$ cat src/rtl/arm_sequencer.sv
// rtl/arm_sequencer.sv - pick/drop arbiter and servo command sequencer for the rover arm
// Optional move watchdog and FAULT state enabled by defining ARM_TIMEOUT_EN.
module arm_sequencer #(
  parameter int GAP_CYCLES     = 16,
  parameter int TIMEOUT_CYCLES = 400_000_000
) (
  input  logic       clk,
  input  logic       rst,
  input  logic       pick_req,
  input  logic       drop_req,
  input  logic       move_flag,
  input  logic       fault_clr,
  output logic [1:0] servo_flag,
  output logic       pick_ack,
  output logic       drop_ack,
  output logic       busy,
  output logic       active_op,
  output logic       fault
);

  typedef enum logic [2:0] {
    S_IDLE,
    S_ISSUE,
    S_WAIT,
    S_GAP
`ifdef ARM_TIMEOUT_EN
    , S_FAULT
`endif
  } state_t;

  state_t     state, state_n;
  logic [1:0] servo_n;
  logic       pick_ack_n, drop_ack_n, busy_n, op_n;
  logic       last_grant, last_n;
  logic       grant;
  logic [7:0] gap_cnt, gap_n;
  logic       move_flag_d;
  logic       move_rise;

  assign move_rise = move_flag & ~move_flag_d;

`ifdef ARM_TIMEOUT_EN
  logic [31:0] tmo_cnt, tmo_n;
  logic        fault_q, fault_n;
  assign fault = fault_q;
`else
  logic unused_cfg;
  assign unused_cfg = fault_clr ^ (TIMEOUT_CYCLES == 0);
  assign fault = 1'b0;
`endif

  always_ff @(posedge clk or posedge rst) begin
    if (rst) begin
      state       <= S_IDLE;
      servo_flag  <= 2'b00;
      pick_ack    <= 1'b0;
      drop_ack    <= 1'b0;
      busy        <= 1'b0;
      active_op   <= 1'b0;
      last_grant  <= 1'b0;
      gap_cnt     <= 8'd0;
      move_flag_d <= 1'b0;
`ifdef ARM_TIMEOUT_EN
      tmo_cnt     <= 32'd0;
      fault_q     <= 1'b0;
`endif
    end else begin
      state       <= state_n;
      servo_flag  <= servo_n;
      pick_ack    <= pick_ack_n;
      drop_ack    <= drop_ack_n;
      busy        <= busy_n;
      active_op   <= op_n;
      last_grant  <= last_n;
      gap_cnt     <= gap_n;
      move_flag_d <= move_flag;
`ifdef ARM_TIMEOUT_EN
      tmo_cnt     <= tmo_n;
      fault_q     <= fault_n;
`endif
    end
  end

  always_comb begin
    state_n    = state;
    servo_n    = servo_flag;
    pick_ack_n = 1'b0;
    drop_ack_n = 1'b0;
    busy_n     = busy;
    op_n       = active_op;
    last_n     = last_grant;
    gap_n      = gap_cnt;
    grant      = 1'b0;
`ifdef ARM_TIMEOUT_EN
    tmo_n      = tmo_cnt;
    fault_n    = fault_q;
`endif
    case (state)
      S_IDLE: begin
        if (pick_req | drop_req) begin
          // On a tie the requester not served last time wins
          grant   = (pick_req & drop_req) ? ~last_grant : pick_req;
          op_n    = grant;
          servo_n = {1'b0, grant};
          last_n  = grant;
          busy_n  = 1'b1;
          state_n = S_ISSUE;
        end
      end
      S_ISSUE: begin
        servo_n = {1'b1, active_op};
`ifdef ARM_TIMEOUT_EN
        tmo_n   = 32'd0;
`endif
        state_n = S_WAIT;
      end
      S_WAIT: begin
        if (move_rise) begin
          servo_n    = 2'b00;
          pick_ack_n = active_op;
          drop_ack_n = ~active_op;
          gap_n      = 8'd0;
          state_n    = S_GAP;
        end
`ifdef ARM_TIMEOUT_EN
        else if (tmo_cnt == 32'(TIMEOUT_CYCLES - 1)) begin
          servo_n = 2'b00;
          fault_n = 1'b1;
          state_n = S_FAULT;
        end else begin
          tmo_n = tmo_cnt + 32'd1;
        end
`endif
      end
      S_GAP: begin
        if (gap_cnt == 8'(GAP_CYCLES - 1)) begin
          busy_n  = 1'b0;
          state_n = S_IDLE;
        end else begin
          gap_n = gap_cnt + 8'd1;
        end
      end
`ifdef ARM_TIMEOUT_EN
      S_FAULT: begin
        servo_n = 2'b00;
        if (fault_clr) begin
          fault_n = 1'b0;
          gap_n   = 8'd0;
          state_n = S_GAP;
        end
      end
`endif
      default: state_n = S_IDLE;
    endcase
  end

endmodule
$ cat config.mk
export PLATFORM = sky130hd
export DESIGN_NAME = arm_sequencer
export DESIGN_NICKNAME = d
export VERILOG_FILES = /design/src/rtl/arm_sequencer.sv
export SDC_FILE = /design/constraint.sdc
export NUM_CORES = 1
export LEC_CHECK = 0
export ABC_AREA = 0
export BUFFER_PORTS_ARGS = -buffer_cell sky130_fd_sc_hd__buf_2
export CELL_PAD_IN_SITES_DETAIL_PLACEMENT = 0
export CELL_PAD_IN_SITES_GLOBAL_PLACEMENT = 1
export CORE_UTILIZATION = 45
export CTS_BUF_LIST = sky130_fd_sc_hd__clkbuf_16
export DETAILED_ROUTE_END_ITERATION = 10
export PLACE_DENSITY = 0.81
export SETUP_SLACK_MARGIN = 0.3
export SYNTH_ARGS = -nofsm -noshare
export SYNTH_HDL_FRONTEND = slang
export SYNTH_SLANG_ARGS = --single-unit
$ cat constraint.sdc
create_clock -name clk -period 4.9 [get_ports clk]
set_clock_uncertainty 0.05 [all_clocks]
set_input_delay 0.98 -clock clk [delete_from_list [all_inputs] [get_ports clk]]
set_output_delay 0.98 -clock clk [all_outputs]
set_load 0.01 [all_outputs]
======== Word level (Yosys, flattened, before mapping) ========
Cells that the tools add are included.
word-level totals
  input bits .............................. 6
  register bits after elaboration ......... 18
  output and inout bits ................... 7
cells by class
  bitwise operators ....................... 5
  multiplexer cells ....................... 18
  reduce and logical (&&, ||, !) cells .... 9
  equality and inequality tests ........... 8
  $add $sub $neg .......................... 1
operators by type and width
  cell                                           number
  2-to-1 mux 8 bit                               2
  case mux 8 bit (2 select lines)                1
  case mux 3 bit (4 select lines)                1
  AND reduction 3 bit                            4
  2-to-1 mux 3 bit                               3
  adder 8 x 1 -> 8 bit, second input constant    1
  == test 8 x 4 -> 1 bit, second input constant  1
  != test 2 bit, second input constant           4
  2-to-1 mux 1 bit                               7
  == test 3 x 2 -> 1 bit, second input constant  2
  case mux 2 bit (3 select lines)                1
  2-to-1 mux 2 bit                               2
  nonzero test 2 bit                             2
  == test 3 x 1 -> 1 bit, second input constant  1
  logical NOT 3 bit                              1
  nonzero test 3 bit                             1
  bitwise AND 1 bit                              2
  inverter 1 bit                                 2
  case mux 1 bit (2 select lines)                1
  AND reduction 2 bit                            1
  bitwise OR 1 bit                               1

======== Longest topological paths before layout ========
  word-level depth ........................ 4
  mapped depth ............................ 7
  depth with buffers taken out ............ 6

======== Worst setup path before layout ========
No wires, ideal clock.
  kind .................................... input to register
  start ................................... input port move_flag
  end ..................................... register gap_cnt[6]
  slack ................................... 2878 ps
  data arrival time ....................... 1903 ps
  cell stages on the path ................. 4
  library setup time ...................... 69 ps
  buffers on the path ..................... 0
  data required time ...................... 4781 ps
  cell sequence ........................... nand3b_1 a32o_2 or4b_1 nand3_1
on the way
  longest elaborated chain between the ends .. 3
ends and longest elaborated chain
  what                           RTL line  RTL
  start: declaration             11        input logic move_flag,
  bitwise AND 1 bit              40        assign move_rise = move_flag & ~move_flag_d;
  != test 2 bit (no line)        --
  AND reduction 3 bit (no line)  --
  end signal: assignment         75        gap_cnt <= gap_n;
  end: declaration               36        logic [7:0] gap_cnt, gap_n;
No other way between the ends.
A chain may end at the register's enable or synchronous reset.

======== Worst setup path in the final report ========
  start ................................... register state[0]
  end ..................................... register gap_cnt[6]
on the way
  longest elaborated chain between the ends .. 3
  elaborated cells on any way between the ends .. 7
  those cells by class .................... eq/ne: 4; mux: 1; reduce/logical: 2
ends and longest elaborated chain
  what                                                                  RTL line  RTL
  start: declaration                                                    31        state_t state, state_n;
  start signal: assignment                                              68        state <= state_n;
  == test 3 x 2 -> 1 bit                                                98        case (state)
  != test 2 bit (no line) / nonzero test 2 bit (equally long branches)  --
  AND reduction 3 bit (no line)                                         --
Parallel ways exist; a longest one is shown, timed or not.

==> results.md <==
* Status: complete, no violations
* Synth Flop Type: dfrtp_1
* Longest Clk Path Bufs at 2
* Max transition margin at 56.40%
* Top Family by Delay on Critical Path: simple AND/OR/NAND/NOR gates
* DR vias/cell at 5.368
* Largest cells by area after synthesis: dfrtp_1 45%, ha_1 9.3%, nand2_1 6.4%, nand3b_1 4.0%, nand3_1 3.2%
* Core ar. at slightly below 2000 sq um
* Clock latency on the worst-skew pair at 0.25 ns
* Period Utilization, post-route at 44.06%
* Peak supply drop at ~380 uV
* Via count at 714
* Slowest cell on the critical path: ha_1
* FMAX at 463.2 MHz
* Post-Synthesis Cells at 96
* Critical Path AT at 2.29 ns
* I/O pin count at 13
* WP data required at roughly 5.0 ns
* Synth Cell Area at 943.4 sq um
* Post-synthesis net count at roughly 110
* Final core occ at 55.29%
* Final Setup Violations at 0
* Leading area contributor after synthesis: dfrtp_1
* Cts bufs inserted at 3
* Period minus WS final at 2.159 ns
* Asr flop ratio synth at 100.0%
* Share of layout cells above drive strength 1 at 17.92%
* Largest net degree at the start of global routing at 19
* CTS tree: yes
* Starting Density at between 40% and 50%
* Top cell type's share of synthesized area at 45.09%
* HP Class: reg2reg
* CP endpoint kind: flop
* DP HPWL at 1.187 mm
* Clock sinks at 17
* Lkg Pwr at 0.4907 nW
* Post-synth top cells: 17 x dfrtp_1, 16 x nand2_1, 7 x ha_1
* Pins Over Slew Limit at 0
* Clock root buffer master: clkbuf_16
* Grt ovf at 0
* Worst-path fanout max at 18
* Overall routed net length at 1.689 mm
* Final Hold Vio Count at 0
* PD cells at around 600 nW/um^2
* Die ar. at 2283 sq um
* CP max stage delay at approximately 0.57 ns
* Nets@finish at 120
* Dpl ws at between 2 and 3 ns
* # port buffers at 10
* Overall Global Routing Usage at ~18%
* First-pass GRT wire length at 2.725 mm
* Die W at 47.79 microns
* Post-CTS sizing at 0
* DR pass1 iterations at 4
* Register clock-pin slew on the reported worst setup and hold paths at 0.05 ns
* Flop2flop setup slack at ~2.7 ns
* Yosys cell types at 32
* Final antenna diode count at 0
* Startpoint types: flop
* CP bufs+invs at 0
* DR DRC count at 0
* Initial DRC count at 9
* CP Cell Sequence: ha_1 -> nand2b_1 -> a32o_2 -> or4b_1 -> nand3_1
* Tightest Pin Transition at 0.6533 ns
* Detail Route Antenna Nets at 0
* Synth Register Bits at 17
* Filler cells at ~190
* Synthesized area per cell at 9.827 sq um
* Post-synth EDFFs at 0
* Seq/Total Area, Yosys at 45.09%
* CTS Hold Bufs at 0
* Max cap viols at 0
* FP Rows at 16
* CP Class: reg2reg
* P&R area growth vs syn at 14.99%
* Initial antenna violation count at 0
* Avg WL per Cell at 12.70 microns
* RSZ-0062 raised after global routing: false
* Max H-tree Level at 1
* Placer Congestion at 0.7055
* Most instantiated library cell after synthesis: dfrtp_1
* Post-CTS Setup Bufs at 0
* Yosys Warn Count at 0
* Die Ht at 47.79 microns
* Vias in the first global route at 611
* Final setup TNS at 0 ns
* Fin worst setup slack at 2.741 ns
## area by class of cell
class,count,area [sq um],area share [%]
inverter,4,15.01,1.384
multi-input combinational,71,481.7,44.41
tap,27,33.78,3.114
clock inverter,1,3.754,0.3460
sequential,17,425.4,39.22
clock buffer,3,75.07,6.920
timing repair buffer,10,50.05,4.614
## placed cells by master, fill, tap and decap left out, types with 2 or more instances in the layout
master | netlist | final
clkbuf_16 | 0 | 3
inv_1 | 4 | 5
dfrtp_1 | 17 | 17
nand3_1 | 6 | 6
nor2_1 | 5 | 5
buf_2 | 2 | 10
nand2b_1 | 4 | 4
nand2_1 | 16 | 16
o221ai_1 | 3 | 3
nand3b_1 | 5 | 5
ha_1 | 7 | 7
o21ai_0 | 5 | 5
a31oi_1 | 2 | 2
## final timing paths
path / start / end / depth (start not counted)
setup / recovery: state[0] / gap_cnt[6] / 5
hold / removal: servo_flag[1] / servo_flag[1] / 1
setup reg to reg: state[0] / gap_cnt[6] / 5
hold reg to reg: servo_flag[1] / servo_flag[1] / 1
max in group asynchronous: rst / servo_flag[1] / 2
min in group asynchronous: rst / gap_cnt[6] / 2
## power breakdown
part           switching [mW]  internal, mW
clock network          0.0521         0.108
logic                   0.135         0.118
registers              0.0489         0.186
## metrics by stage
| step | power [mW] | hold slack [ns] | std cells | instance area [sq um] |
|---|---|---|---|---|
| 2_1_floorplan | 0.4315 | 0.4210 | 96 | 943.4 |
| 6_report | 0.6492 | 0.4484 | 133 | 1085 |
| 5_1_grt | 0.7053 | 0.4794 | 133 | 1085 |
| 4_1_cts | 0.6568 | 0.4554 | 133 | 1085 |
| 3_5_place_dp | 0.4909 | 0.4442 | 129 | 1006 |
| 3_3_place_gp | 0.4782 | 0.4344 | 129 | 1006 |
## kinds of logic (layout without fill, tap and decap cells)
group                    Yosys count  after routing  share of synthesized area (%)
adder cells (fa/ha/maj)            7              7                          9.283
flip-flops                        17             17                          45.09
AND/OR/NAND/NOR                   42             42                          23.74
AO/OA/AOI/OAI                     18             18                          13.79
multiplexers                       3              3                          3.846
buffers and inverters              8             18                          3.846
other                              1              1                         0.3975
## flip-flops by register name, summed over array words and instances (netlist names)
name and cells:
gap_cnt 8, state 2, servo_flag 2, last_grant 1
pick_ack 1, move_flag_d 1, drop_ack 1, busy 1
## per-layer routing
layer,wire length [microns],part of all wire (%),track usage (%)
met5,0,0,0
met3,43,2.5,3.396
met4,40,2.4,11.67
met1,845,50,24.41
met2,760,45,24.86
(Power assumes the default switching activity.)
